--- src/rtl/mem_pkg.sv ---
// mem_pkg: shared definitions for the memory arbiter slice.
//   - Length codes carried on ls_len / mem_len: bits [1:0] select
//     byte/half/word, bit LEN_SIGNED marks a sign-extending load.
//   - arb_state_e: arbiter state encoding, also exported on dbg_state.
package mem_pkg;

    localparam logic [2:0] LEN_B      = 3'b000;
    localparam logic [2:0] LEN_H      = 3'b001;
    localparam logic [2:0] LEN_W      = 3'b010;
    localparam int         LEN_SIGNED = 2;

    typedef enum logic [1:0] {
        ST_IDLE  = 2'd0,
        ST_ISSUE = 2'd1,
        ST_RESP  = 2'd2
    } arb_state_e;

endpackage

--- src/rtl/arb_pick.sv ---
// arb_pick: combinational winner selection between the instruction-fetch
// and load/store requesters.
//   i_if_elig     fetch request is eligible this cycle
//   i_ls_elig     load/store request is eligible this cycle
//   i_ls_first    on contention, grant the load/store side
//   o_grant_valid at least one eligible request
//   o_grant_ls    1 = load/store wins, 0 = fetch wins (valid with o_grant_valid)
module arb_pick
    import mem_pkg::*;
(
    input  logic i_if_elig,
    input  logic i_ls_elig,
    input  logic i_ls_first,
    output logic o_grant_valid,
    output logic o_grant_ls
);

    assign o_grant_valid = i_if_elig | i_ls_elig;
    // LSU wins when alone, or on contention when the pointer favours it.
    assign o_grant_ls    = i_ls_elig & (~i_if_elig | i_ls_first);

endmodule

--- src/rtl/mem_arbiter.sv ---
// mem_arbiter: two-requester (fetch, load/store) arbiter in front of a
// single memory controller. One task in flight at a time:
// IDLE -> ISSUE (mem_valid held until mem_ready) -> RESP (one-cycle ready
// pulse to the granted requester) -> IDLE.
//
// Handshake: a requester holds req and payload stable until its ready pulse
// and drops req the cycle after. mem_* hold stable while mem_valid is high;
// the task completes on the edge where mem_ready is high. rdy_in low freezes
// every register.
//
// Ports:
//   clk_in, rst_n_in         clock, async active-low reset
//   rdy_in                   global ready (low = hold)
//   if_req/if_addr           fetch request; if_ready/if_data response
//   ls_req/ls_write/ls_addr/ls_data/ls_len  load/store request;
//   ls_ready/ls_result       load/store response
//   flush                    cancels pending or outstanding fetches
//   mem_valid/mem_write/mem_addr/mem_data/mem_len  task to memory controller
//   mem_ready/mem_result     completion pulse and result from controller
//   dbg_state                current arbiter state (arb_state_e encoding)
//
// Build option: ARB_ROUND_ROBIN_EN -- when defined, contention alternates
// using a last-grant pointer; otherwise the LSU always wins contention.
module mem_arbiter
    import mem_pkg::*;
#(
    parameter logic [2:0] IF_LEN = 3'b010
) (
    input  logic        clk_in,
    input  logic        rst_n_in,
    input  logic        rdy_in,
    input  logic        if_req,
    input  logic [31:0] if_addr,
    output logic        if_ready,
    output logic [31:0] if_data,
    input  logic        ls_req,
    input  logic        ls_write,
    input  logic [31:0] ls_addr,
    input  logic [31:0] ls_data,
    input  logic [2:0]  ls_len,
    output logic        ls_ready,
    output logic [31:0] ls_result,
    input  logic        flush,
    output logic        mem_valid,
    output logic        mem_write,
    output logic [31:0] mem_addr,
    output logic [31:0] mem_data,
    output logic [2:0]  mem_len,
    input  logic        mem_ready,
    input  logic [31:0] mem_result,
    output logic [1:0]  dbg_state
);

    arb_state_e r_state;
    arb_state_e w_state_nxt;
    logic       r_grant_ls;
    logic       r_drop;
    logic       w_if_elig;
    logic       w_ls_elig;
    logic       w_ls_first;
    logic       w_grant_valid;
    logic       w_grant_ls;
    logic       w_fetch_dropped;

    assign w_if_elig = if_req & ~flush;
    assign w_ls_elig = ls_req;

`ifdef ARB_ROUND_ROBIN_EN
    logic r_ls_first;

    // Pointer favours the side not granted last; moves on every grant.
    always_ff @(posedge clk_in or negedge rst_n_in) begin
        if (!rst_n_in) begin
            r_ls_first <= 1'b1;
        end else if (rdy_in && (r_state == ST_IDLE) && w_grant_valid) begin
            r_ls_first <= ~w_grant_ls;
        end
    end

    assign w_ls_first = r_ls_first;
`else
    assign w_ls_first = 1'b1;
`endif

    arb_pick u_pick (
        .i_if_elig    (w_if_elig),
        .i_ls_elig    (w_ls_elig),
        .i_ls_first   (w_ls_first),
        .o_grant_valid(w_grant_valid),
        .o_grant_ls   (w_grant_ls)
    );

    // A flush on the completion edge itself also cancels the fetch response.
    assign w_fetch_dropped = r_drop | flush;

    always_comb begin
        w_state_nxt = r_state;
        case (r_state)
            ST_IDLE:  if (w_grant_valid) w_state_nxt = ST_ISSUE;
            ST_ISSUE: if (mem_ready)     w_state_nxt = ST_RESP;
            ST_RESP:                     w_state_nxt = ST_IDLE;
            default:                     w_state_nxt = ST_IDLE;
        endcase
    end

    always_ff @(posedge clk_in or negedge rst_n_in) begin
        if (!rst_n_in) begin
            r_state <= ST_IDLE;
        end else if (rdy_in) begin
            r_state <= w_state_nxt;
        end
    end

    always_ff @(posedge clk_in or negedge rst_n_in) begin
        if (!rst_n_in) begin
            r_grant_ls <= 1'b0;
            r_drop     <= 1'b0;
            mem_valid  <= 1'b0;
            mem_write  <= 1'b0;
            mem_addr   <= '0;
            mem_data   <= '0;
            mem_len    <= '0;
            if_ready   <= 1'b0;
            if_data    <= '0;
            ls_ready   <= 1'b0;
            ls_result  <= '0;
        end else if (rdy_in) begin
            if_ready <= 1'b0;
            ls_ready <= 1'b0;
            case (r_state)
                ST_IDLE: begin
                    if (w_grant_valid) begin
                        mem_valid  <= 1'b1;
                        r_grant_ls <= w_grant_ls;
                        if (w_grant_ls) begin
                            mem_write <= ls_write;
                            mem_addr  <= ls_addr;
                            mem_data  <= ls_data;
                            mem_len   <= ls_len;
                        end else begin
                            mem_write <= 1'b0;
                            mem_addr  <= if_addr;
                            mem_data  <= '0;
                            mem_len   <= IF_LEN;
                        end
                    end
                end
                ST_ISSUE: begin
                    if (!r_grant_ls && flush) begin
                        r_drop <= 1'b1;
                    end
                    if (mem_ready) begin
                        mem_valid <= 1'b0;
                        if (r_grant_ls) begin
                            ls_result <= mem_result;
                            ls_ready  <= 1'b1;
                        end else if (!w_fetch_dropped) begin
                            // Dropped fetches leave if_data untouched.
                            if_data  <= mem_result;
                            if_ready <= 1'b1;
                        end
                    end
                end
                ST_RESP: begin
                    r_drop <= 1'b0;
                end
                default: begin
                    r_drop <= 1'b0;
                end
            endcase
        end
    end

    assign dbg_state = r_state;

endmodule
--- config.mk ---
export PLATFORM = sky130hd
export DESIGN_NAME = mem_arbiter
export DESIGN_NICKNAME = d
export VERILOG_FILES = /design/src/rtl/mem_pkg.sv /design/src/rtl/arb_pick.sv /design/src/rtl/mem_arbiter.sv
export SDC_FILE = /design/constraint.sdc
export NUM_CORES = 1
export LEC_CHECK = 0
export CORE_MARGIN = 2
export CORE_UTILIZATION = 44
export CTS_CLUSTER_DIAMETER = 200
export DETAILED_ROUTE_END_ITERATION = 12
export PLACE_DENSITY = 0.88
export SLEW_MARGIN = 20
export SYNTH_ARGS = -nofsm -noshare
export SYNTH_HDL_FRONTEND = slang
export SYNTH_SLANG_ARGS = --single-unit
--- constraint.sdc ---
create_clock -name clk_in -period 3.1 [get_ports clk_in]
set_input_delay 0.465 -clock clk_in [delete_from_list [all_inputs] [get_ports clk_in]]
set_output_delay 0.465 -clock clk_in [all_outputs]
set_load 0.02 [all_outputs]
==> results of run 1 <==
[through the flow]
step                hold slack (ps)  total power [mW]  area, um2  worst slack (ps)
floorplan                     169.4             5.282       5647              1247
global placement              486.9             7.458       8558             617.3
detailed placement            490.5             7.617       8558             612.8
CTS                           69.46             9.970       9228             972.0
global route                  87.79             10.34       9228             904.3
finish                        31.26             9.883       9228             974.0
[registers in the layout, summed over array words and instances, names as in the netlist]
name and cells:
if_data 32, ls_result 32, mem_data 32, mem_valid 1, dbg_state 2, ls_ready 1
r_grant_ls 1, if_ready 1, r_drop 1, mem_addr 32, mem_write 1, mem_len 3
[where the power goes]
| part | switching (mW) | total (mW) | internal, mW |
|---|---|---|---|
| registers | 0.531 | 3.22 | 2.69 |
| clock network | 0.738 | 2.28 | 1.54 |
| logic | 1.98 | 4.38 | 2.40 |
| total | 3.25 | 9.88 | 6.63 |
[cells by family after synthesis]
family	after synthesis	synth area share [%]
AOI/OAI and AO/OA	47	6.647
muxes	128	27.45
buffers and inverters	30	3.146
and+or+nand+nor	9	1.152
DFF	139	61.60
[layout by cell type, fill, tap and decap left out]
master,Yosys,final
clkbuf_16,0,17
o21ai_0,6,6
nor2b_1,3,3
or2_2,1,1
bufinv_16,0,6
or4_2,0,1
buf_4,0,5
buf_6,1,1
clkinv_4,0,2
a21oi_1,3,3
inv_1,7,7
nand2_1,2,2
o211ai_1,1,1
clkbuf_8,0,2
a21o_1,1,1
dfrtp_1,139,139
buf_12,3,2
mux2_2,99,99
clkdlybuf4s50_1,0,274
nor4bb_4,0,1
mux2_4,29,29
a22o_1,35,35
clkinv_2,0,2
nand4b_2,1,1
inv_6,0,1
a41oi_1,1,1
[metal layers]
metal / wire length, um / up-vias / track usage [%]
li1: - / 1830 / -
met1: 5798 / 2015 / 25.16
met2: 7739 / 188 / 38.31
met3: 1364 / 34 / 8.496
met4: 411 / 0 / 10.35
met5: 0 / - / 0
[synthesized netlist by cell type]
library cell | number | area share [%]
mux2_2 | 99 | 20
buf_2 | 7 | 0.62
a22o_1 | 35 | 5.4
a21oi_1 | 3 | 0.27
or2_2 | 1 | 0.11
nor2b_1 | 3 | 0.33
o21ai_0 | 6 | 0.53
a21o_1 | 1 | 0.13
clkbuf_1 | 9 | 0.60
buf_6 | 1 | 0.20
buf_1 | 3 | 0.20
or4_1 | 1 | 0.13
o211ai_1 | 1 | 0.13
nor4bb_1 | 1 | 0.18
a41oi_1 | 1 | 0.16
inv_1 | 7 | 0.47
mux2_4 | 29 | 7.7
buf_12 | 3 | 1.1
dfrtp_1 | 139 | 62
nand4b_2 | 1 | 0.27
nand2_1 | 2 | 0.13
[worst register-to-register path: cells and delay by family (launching register included)]
family / cells / cell delay (ps)
buffers and inverters: 1 / 330
DFF: 1 / 470
and+or+nand+nor: 2 / 820
muxes: 1 / 390
[area by class of cell]
| class | count | area (um2) | share of cell area (%) |
|---|---|---|---|
| sequential | 139 | 3478 | 37.69 |
| timing repair buffer | 282 | 2831 | 30.68 |
| multi-input combinational | 184 | 2007 | 21.75 |
| clock buffer | 19 | 452.9 | 4.908 |
| clock inverter | 11 | 216.5 | 2.346 |
| tap | 172 | 215.2 | 2.332 |
| inverter | 7 | 26.28 | 0.2847 |
[worst max path at each step]
stage	startpoint	slack, ps	cells after the start	endpoint
floorplan	dbg_state[1]	1250	5	if_data[10]
global placement	rdy_in	620	5	if_data[4]
detailed placement	mem_ready	610	5	if_data[4]
CTS	dbg_state[1]	970	4	if_data[23]
global route	dbg_state[1]	900	4	if_data[23]
finish	dbg_state[1]	970	4	if_data[23]
==> flow_summary.yaml, run 1 <==
global_route:
  grt_first_pass_wirelength_um: 23290
  globalRouteTotalUtil_pct: 22.55
  largest_net_degree_at_the_start_of_global_routing: 72
  global_route.overflow_total: 0
  grt_antenna_before_repair: 0
  vias_in_the_first_global_route: 4424
setup_path:
  setup.worst_path.class: "reg -> reg"
  worstPathBufferInverterCount: 1
  worst-r2r-setup-slack_ps: 970
  critical_path.endpoint_type: "register"
  critPathMaxStageDelay_ps: 550
  reg2reg_from: "dbg_state[1]"
  critPathRequiredTime_ps: 3390
  cpLargestDelayFamily: "simple AND/OR/NAND/NOR gates"
  worstReg2RegEnd: "if_data[23]"
  critPathSlowestCell: "or4_2"
  worst-path-max-fanout: 33
  timing.critical_path.from_type: "register"
  crit_arrival_ps: 2420
  ordered_cell_list_for_the_critical_path: "nand4b_2, or4_2, buf_4, mux2_4"
  reg2regPathDepth: 4
finish:
  area_delta_synth_final_pct: 63.42
  finish.net_count: 770
  number_of_fill_cells_in_the_layout: 783
  layout-drive-gt1-share_pct: 26.48
  layout.core_utilization_pct: 73.42
  finish.cell_count_without_fillers: 814
  antenna_cells_inserted: 0
clock_tree:
  clk_pin_slew_ps: 60
  clock_tree.root_cell: "clkbuf_16"
  cts_buffers: 17
  cts_tree: "yes"
  post_cts.resized_instances: 0
  post_cts_setup_inserts: 0
  clock-sinks: 139
  cts-root-to-sink-buffers: 2
  h-tree-depth: 4
  clock_latency_of_the_later_clocked_register_in_the_worst_skew_pair_ps: 410
  cts_hold_repair.buffers: 0
sta:
  setup-tns-final_ps: 0
  hold_viol: 0
  finalMaxSlewViolations: 0
  layout_worst_path_cycle_share_pct: 68.58
  max_slew.worst_pin.slew_ps: 787.7
  setup_viol_count_final: 0
  fmaxAchievable_mhz: 470.4
  setup_repair_after_global_routing_missed_its_margin: "false"
  timing.final.crit_period_ps: 2126
  relative_max_transition_margin_pct: 47.49
  fin_worst_skew_ps: 4.621
outcome:
  status: "complete, no violations"
power_and_ir_drop:
  power.leakage_nw: 4.055
  ir_drop_v: 0.0005905
  power.density_cell_area_mw_per_mm2: 1071
floorplanning:
  initial_core_util_pct: 44.93
  die_area_mm2: 0.01376
  core_region_area_mm2: 0.01257
  pin_count: 276
  std_cell_rows: 41
  floorplan.die.width_um: 117.3
  die_y_um: 117.3
route:
  drt_iter0_drc: 157
  drc_violations: 0
  drtAntennaViolNets: 0
  detailedRoute.firstPassIterationCount: 4
  avgViaCountPerCell: 4.996
  routed-via-count: 4067
  totalWireLength_um: 15310
  avgRoutedWirePerCell_um: 18.81
yosys:
  syn-instance-count: 353
  postSynthNetCount: 492
  avgSynthCellArea_um2: 16.00
  synth_area_mm2: 0.005647
  ys_types: 21
  ys_seq_elements: 139
  ys_seq_area_share_pct: 61.60
  yosysWarningCount: 0
place:
  post-place-cells: 784
  port_buffers: 275
  post-dp-hpwl_um: 11060
  gp_congestion: 0.7946
job:
  maxCapViolCount: 0
worst_hold_path:
  min_path_type: "in -> async"
(Power assumes the default switching activity.)
==> run 2: changes to the inputs <==
--- a/config.mk
+++ b/config.mk
@@ -6,10 +6,10 @@
 export NUM_CORES = 1
 export LEC_CHECK = 0
 export CORE_MARGIN = 2
-export CORE_UTILIZATION = 44
+export CORE_UTILIZATION = 37
 export CTS_CLUSTER_DIAMETER = 200
 export DETAILED_ROUTE_END_ITERATION = 12
-export PLACE_DENSITY = 0.88
+export PLACE_DENSITY = 0.79
 export SLEW_MARGIN = 20
 export SYNTH_ARGS = -nofsm -noshare
 export SYNTH_HDL_FRONTEND = slang
==> constraint.sdc (replaced) <==
create_clock -name clk_in -period 1.7 [get_ports clk_in]
set_input_delay 0.255 -clock clk_in [delete_from_list [all_inputs] [get_ports clk_in]]
set_output_delay 0.255 -clock clk_in [all_outputs]
set_load 0.02 [all_outputs]
==> run 2 against run 1 <==
Against the previous run: worst hold slack improved by 300 ps; register-to-register slack got worse by 960 ps; clock skew increased by 4.6 ps; first-iteration DRC count decreased by 17%; routed wire length decreased by 1.4%; die area increased by 18%; total power increased by 79%; critical path type unchanged; setup slack got worse by 960 ps; sequential power increased by 81%; sequential share of layout area decreased by 1.1 points; sequential cell count unchanged; design area increased by 3.1%.
==> flow_summary.yaml, run 2 (same netlist as run 1, synthesis figures left out) <==
outcome:
  status: "complete, no violations"
finish:
  layout.core_utilization_pct: 63.31
  antenna_cells_inserted: 0
  area_delta_synth_final_pct: 68.56
  number_of_fill_cells_in_the_layout: 1101
  final_common_cell: "clkdlybuf4s50_1"
  finish.net_count: 786
  layout-drive-gt1-share_pct: 28.48
  final_cell_mix: "clkdlybuf4s50_1, dfrtp_1, mux2_2"
clock_tree:
  h-tree-depth: 4
  clock_latency_of_the_later_clocked_register_in_the_worst_skew_pair_ps: 410
  clock_tree.root_cell: "clkbuf_16"
  cts-root-to-sink-buffers: 2
  cts_buffers: 17
  cts_tree: "yes"
  clk_pin_slew_ps: 60
  clock-sinks: 139
  post_cts_setup_inserts: 0
global_route:
  globalRouteTotalUtil_pct: 19.04
  vias_in_the_first_global_route: 4466
  grt_first_pass_wirelength_um: 23880
  largest_net_degree_at_the_start_of_global_routing: 50
  global_route.overflow_total: 0
  grt_antenna_before_repair: 0
power_and_ir_drop:
  power.leakage_nw: 4.560
  power.density_cell_area_mw_per_mm2: 1860
  p_total_mw: 17.71
  ir_drop_v: 0.0009392
route:
  routed-via-count: 4119
  drt_iter0_drc: 130
  avgRoutedWirePerCell_um: 17.81
  detailedRoute.firstPassIterationCount: 4
  drc_violations: 0
  drtAntennaViolNets: 0
  totalWireLength_um: 15100
  avgViaCountPerCell: 4.857
setup_path:
  critPathMaxStageDelay_ps: 490
  worstPathBufferInverterCount: 1
  critPathSlowestCell: "or4_4"
  setup.worst_path.class: "reg -> reg"
  reg2regPathDepth: 4
  cpLargestDelayFamily: "simple AND/OR/NAND/NOR gates"
  timing.critical_path.from_type: "register"
  path_depth: 4
  critical_path.endpoint_type: "register"
  crit_arrival_ps: 1980
  worst-path-max-fanout: 17
  critPathRequiredTime_ps: 1990
  ordered_cell_list_for_the_critical_path: "nand4b_4, or4_4, buf_12, mux2_4"
floorplanning:
  pin_count: 276
  die_y_um: 127.5
  floorplan.die.width_um: 127.5
  std_cell_rows: 45
  initial_core_util_pct: 37.56
  die_area_mm2: 0.01627
  core_region_area_mm2: 0.01503
job:
  maxCapViolCount: 0
sta:
  max_slew.worst_pin.slew_ps: 401.9
  fin_worst_skew_ps: 9.219
  hold_viol: 0
  finalMaxSlewViolations: 0
  timing.final.crit_period_ps: 1684
  fmaxAchievable_mhz: 593.9
  layout_worst_path_cycle_share_pct: 99.05
  relative_max_transition_margin_pct: 73.21
  setup_viol_count_final: 0
  setup_repair_after_global_routing_missed_its_margin: "true"
place:
  post-dp-hpwl_um: 10970
  gp_congestion: 0.7824
  port_buffers: 275
worst_hold_path:
  min_path_type: "in -> async"
## run 2: cell count changes in the layout (fill, tap and decap cells not counted), moves of 4 or more
cell,before,now
clkdlybuf4s50_1,274,238
dlygate4sd2_1,0,4
buf_12,2,8
dlymetal6s2s_1,0,32
buf_4,5,13
## run 2: per-layer routing
metal / share of wire (%) / global-route usage (%)
met2: 50 / 31.58
met5: 0 / 0
met4: 1.6 / 6.658
met1: 40 / 22.54
met3: 8.7 / 7.580
## run 2: layout make-up
cell class | count | area, um2 | area share (%)
multi-input combinational | 184 | 2018 | 21.20
timing repair buffer | 298 | 3124 | 32.83
clock inverter | 13 | 190.2 | 1.998
sequential | 139 | 3481 | 36.57
tap | 188 | 235.2 | 2.471
clock buffer | 19 | 442.9 | 4.654
inverter | 7 | 26.28 | 0.2761
## run 2: report_power, final
part / leakage (nW) / internal, mW / total [mW] / switching [mW]
clock: 0.308 / 2.51 / 3.93 / 1.42
combinational: 2.54 / 4.38 / 7.96 / 3.58
sequential: 1.72 / 4.91 / 5.82 / 0.908
## run 2: worst paths after layout
kind | startpoint | endpoint | slack [ps]
worst min-delay path | rst_n_in | if_data[26] | 330
worst min register to register | mem_addr[19] | mem_addr[19] | 500
min in group clk_in | ls_data[11] | mem_data[11] | 440
worst max-delay path | dbg_state[1] | if_data[27] | 20
max in group asynchronous | rst_n_in | mem_addr[3] | 790
worst max register to register | dbg_state[1] | if_data[27] | 20
## run 2: per-stage QoR
step,cells,instance area [um2],hold WS (ps),setup WS [ps],TNS [ps]
2_1_floorplan,353,5658,-40.59,-71.17,-2041
3_3_place_gp,814,8770,194.5,-476.4,-42080
3_5_place_dp,814,8770,194.6,-483.3,-43880
4_1_cts,848,9438,316.7,5.660,0
5_1_grt,848,9518,331.9,-20.77,-210.7
6_report,848,9518,329.7,16.17,0
## run 2: timing repair
action / 4_1_cts / 5_1_grt
cloned: 1 / 0
hold buffers: 1 / 0
endpoints found under the hold margin: 36 / 0
endpoints found under the setup margin: 36 / 54
gates resized for setup: 6 / 32
==> run 3: changes to the inputs <==
--- a/config.mk
+++ b/config.mk
@@ -5,12 +5,12 @@
 export SDC_FILE = /design/constraint.sdc
 export NUM_CORES = 1
 export LEC_CHECK = 0
-export CORE_MARGIN = 2
 export CORE_UTILIZATION = 37
 export CTS_CLUSTER_DIAMETER = 200
 export DETAILED_ROUTE_END_ITERATION = 12
 export PLACE_DENSITY = 0.79
-export SLEW_MARGIN = 20
+export SLEW_MARGIN = 10
 export SYNTH_ARGS = -nofsm -noshare
 export SYNTH_HDL_FRONTEND = slang
+export SYNTH_HIERARCHICAL = 1
 export SYNTH_SLANG_ARGS = --single-unit
==> run 3 against run 2 <==
Against the previous run: setup slack better by 19 ps; first-iteration DRC count increased by 23%; sequential share of layout area grew 0.082 points; critical endpoint is now if_data[18]; total power fell by 6.2%; critical path type unchanged; highest routed layer unchanged; via count is 9.2% higher.
==> flow_summary.yaml, run 3 <==
clock_tree:
  clk_pin_slew_ps: 60
  clock_tree.root_cell: "clkbuf_16"
  h-tree-depth: 4
  clock-sinks: 139
  post_cts_setup_inserts: 0
  cts_tree: "yes"
  cts_buffers: 17
  clock_latency_of_the_later_clocked_register_in_the_worst_skew_pair_ps: 410
  cts-root-to-sink-buffers: 2
yosys:
  ys_seq_area_share_pct: 61.13
  postSynth.asyncResetShare_pct: 100.0
  synth_most_common_cell: "dfrtp_1"
  yosysWarningCount: 6
  syn-instance-count: 463
  ys_top_cells_by_area: "dfrtp_1, mux2_4, mux2_2, nand2_1, mux2i_1"
  synth_top_area_share_pct: 61.13
  ys_types: 27
  synth_enable_flop_cells: 0
  synth_area_mm2: 0.005690
  dominant_synthesized_flop_cell: "dfrtp_1"
  postSynthNetCount: 602
  ys_seq_elements: 139
  post_synth_most_frequent_cells: "dfrtp_1, nand2_1, o21ai_0"
  avgSynthCellArea_um2: 12.29
  synth_area_leader_cell: "dfrtp_1"
route:
  drc_violations: 0
  detailedRoute.firstPassIterationCount: 4
  avgViaCountPerCell: 4.760
  avgRoutedWirePerCell_um: 16.86
  totalWireLength_um: 15930
  routed-via-count: 4498
  drtAntennaViolNets: 0
  drt_iter0_drc: 160
sta:
  hold_viol: 0
  fin_worst_skew_ps: 7.110
  layout_worst_path_cycle_share_pct: 97.91
  fmaxAchievable_mhz: 600.8
  setup_viol_count_final: 0
  timing.final.crit_period_ps: 1664
  fin_hold_ws_ps: 232.1
  setup_repair_after_global_routing_missed_its_margin: "true"
  finalMaxSlewViolations: 0
global_route:
  grt_first_pass_wirelength_um: 24960
  vias_in_the_first_global_route: 4551
  largest_net_degree_at_the_start_of_global_routing: 54
  grt_antenna_before_repair: 0
  globalRouteTotalUtil_pct: 20.67
  global_route.overflow_total: 0
setup_path:
  critPathSlowestCell: "or4_4"
  worstPathBufferInverterCount: 1
  timing.critical_path.from_type: "register"
  worst-path-max-fanout: 17
  critPathRequiredTime_ps: 1990
  crit_arrival_ps: 1960
  cpLargestDelayFamily: "simple AND/OR/NAND/NOR gates"
  critPathMaxStageDelay_ps: 470
  ordered_cell_list_for_the_critical_path: "nand4b_4, or4_4, buf_12, mux2_4"
  critical_path.endpoint_type: "register"
  setup.worst_path.class: "reg -> reg"
place:
  port_buffers: 275
  gp_congestion: 0.7960
  post-dp-hpwl_um: 11880
floorplanning:
  die_y_um: 126.0
  initial_core_util_pct: 38.57
  core_region_area_mm2: 0.01475
  floorplan.die.width_um: 126.0
  die_area_mm2: 0.01588
  std_cell_rows: 44
  pin_count: 276
power_and_ir_drop:
  power.leakage_nw: 4.755
  p_total_mw: 16.61
  seq_power_share_pct: 34.0
  combinationalPowerShare_pct: 44.1
  ir_drop_v: 0.0008932
  swShare_pct: 35.27
  pwr-share-clk_pct: 21.9
  intPower_mw: 10.75
  p_switching_mw: 5.860
  power.density_cell_area_mw_per_mm2: 1750
finish:
  area_delta_synth_final_pct: 66.89
  final_cell_mix: "clkdlybuf4s50_1, dfrtp_1, nand2_1"
  antenna_cells_inserted: 0
  layout-drive-gt1-share_pct: 16.56
  number_of_fill_cells_in_the_layout: 1076
  finish.net_count: 887
  final_common_cell: "clkdlybuf4s50_1"
outcome:
  status: "complete, no violations"
worst_hold_path:
  min_path_type: "in -> async"
job:
  maxCapViolCount: 0
==> run 3: cell types whose count changed after synthesis, moves of 2 or more <==
cell      before  now
mux2i_1        0   32
a21oi_1        3    1
nor2b_1        3    1
nand2_1        2  105
buf_2          7    3
mux2_2        99   35
nand3_1        0   35
a22o_1        35    0
o21ai_0        6   37
buf_1          3    1
clkbuf_1       9   23
==> run 3: repair_timing <==
item,4_1_cts,5_1_grt
setup endpoints to repair,4,42
hold buffers,1,0
resized for setup,4,31
hold endpoints to repair,129,0
pin swaps,0,0
==> run 3: metrics by stage <==
step	area [um2]	TNS [ps]	worst slack, ps	util [%]	instances
CTS	9418	0	1.292	63.83	945
detailed placement	8822	-31070	-289.3	59.79	912
global route	9497	-13.84	-7.137	64.37	945
floorplan	5702	-1992	-69.48	-	463
global placement	8822	-26660	-270.7	59.79	912
finish	9497	0	35.51	64.37	945
==> run 3: layout make-up <==
class / count / area [um2] / area share [%]
Sequential cell: 139 / 3481 / 36.65
Timing Repair Buffer: 297 / 3108 / 32.73
Multi-Input combinational cell: 287 / 2064 / 21.74
Clock buffer: 17 / 425.4 / 4.480
Tap cell: 184 / 230.2 / 2.424
Clock inverter: 15 / 165.2 / 1.739
Inverter: 6 / 22.52 / 0.2372
==> run 3: worst paths after layout <==
path / from / end / slack, ps / depth (start not counted)
max in group asynchronous: rst_n_in / dbg_state[0] / 880 / 3
setup / recovery: dbg_state[1] / if_data[18] / 40 / 4
min in group clk_in: ls_data[5] / mem_data[5] / 400 / 3
setup reg to reg: dbg_state[1] / if_data[18] / 40 / 4
hold reg to reg: mem_data[11] / mem_data[11] / 460 / 2
hold / removal: rst_n_in / mem_addr[2] / 230 / 2
==> run 3: power groups by stage <==
stage          Sequential, mW  Combinational [mW]  Clock, mW
2_1_floorplan            7.38                1.66          0
3_3_place_gp             5.61                7.32          0
3_5_place_dp             5.69                7.45          0
4_1_cts                  5.66                7.47       3.72
5_1_grt                  5.82                7.75       3.85
6_report                 5.65                7.33       3.63
==> run 3: layer usage <==
metal / up-vias / global-route usage, % / wire length [um]
met1: 2130 / 24.91 / 6518
met5: - / 0 / 0
met3: 16 / 7.689 / 1337
li1: 2137 / - / -
met2: 215 / 34.71 / 7864
met4: 0 / 5.670 / 207
==> run 3: cell families (layout without fill, tap and decap cells) <==
logic type             after synthesis  in the layout  share of synthesized area [%]
flip-flops                         139            139                          61.13
AO/OA/AOI/OAI                       42             42                          3.870
other                                1              1                        0.06590
AND/OR/NAND/NOR                    148            148                          11.24
multiplexers                        96             96                          20.21
buffers and inverters               37            335                          3.496
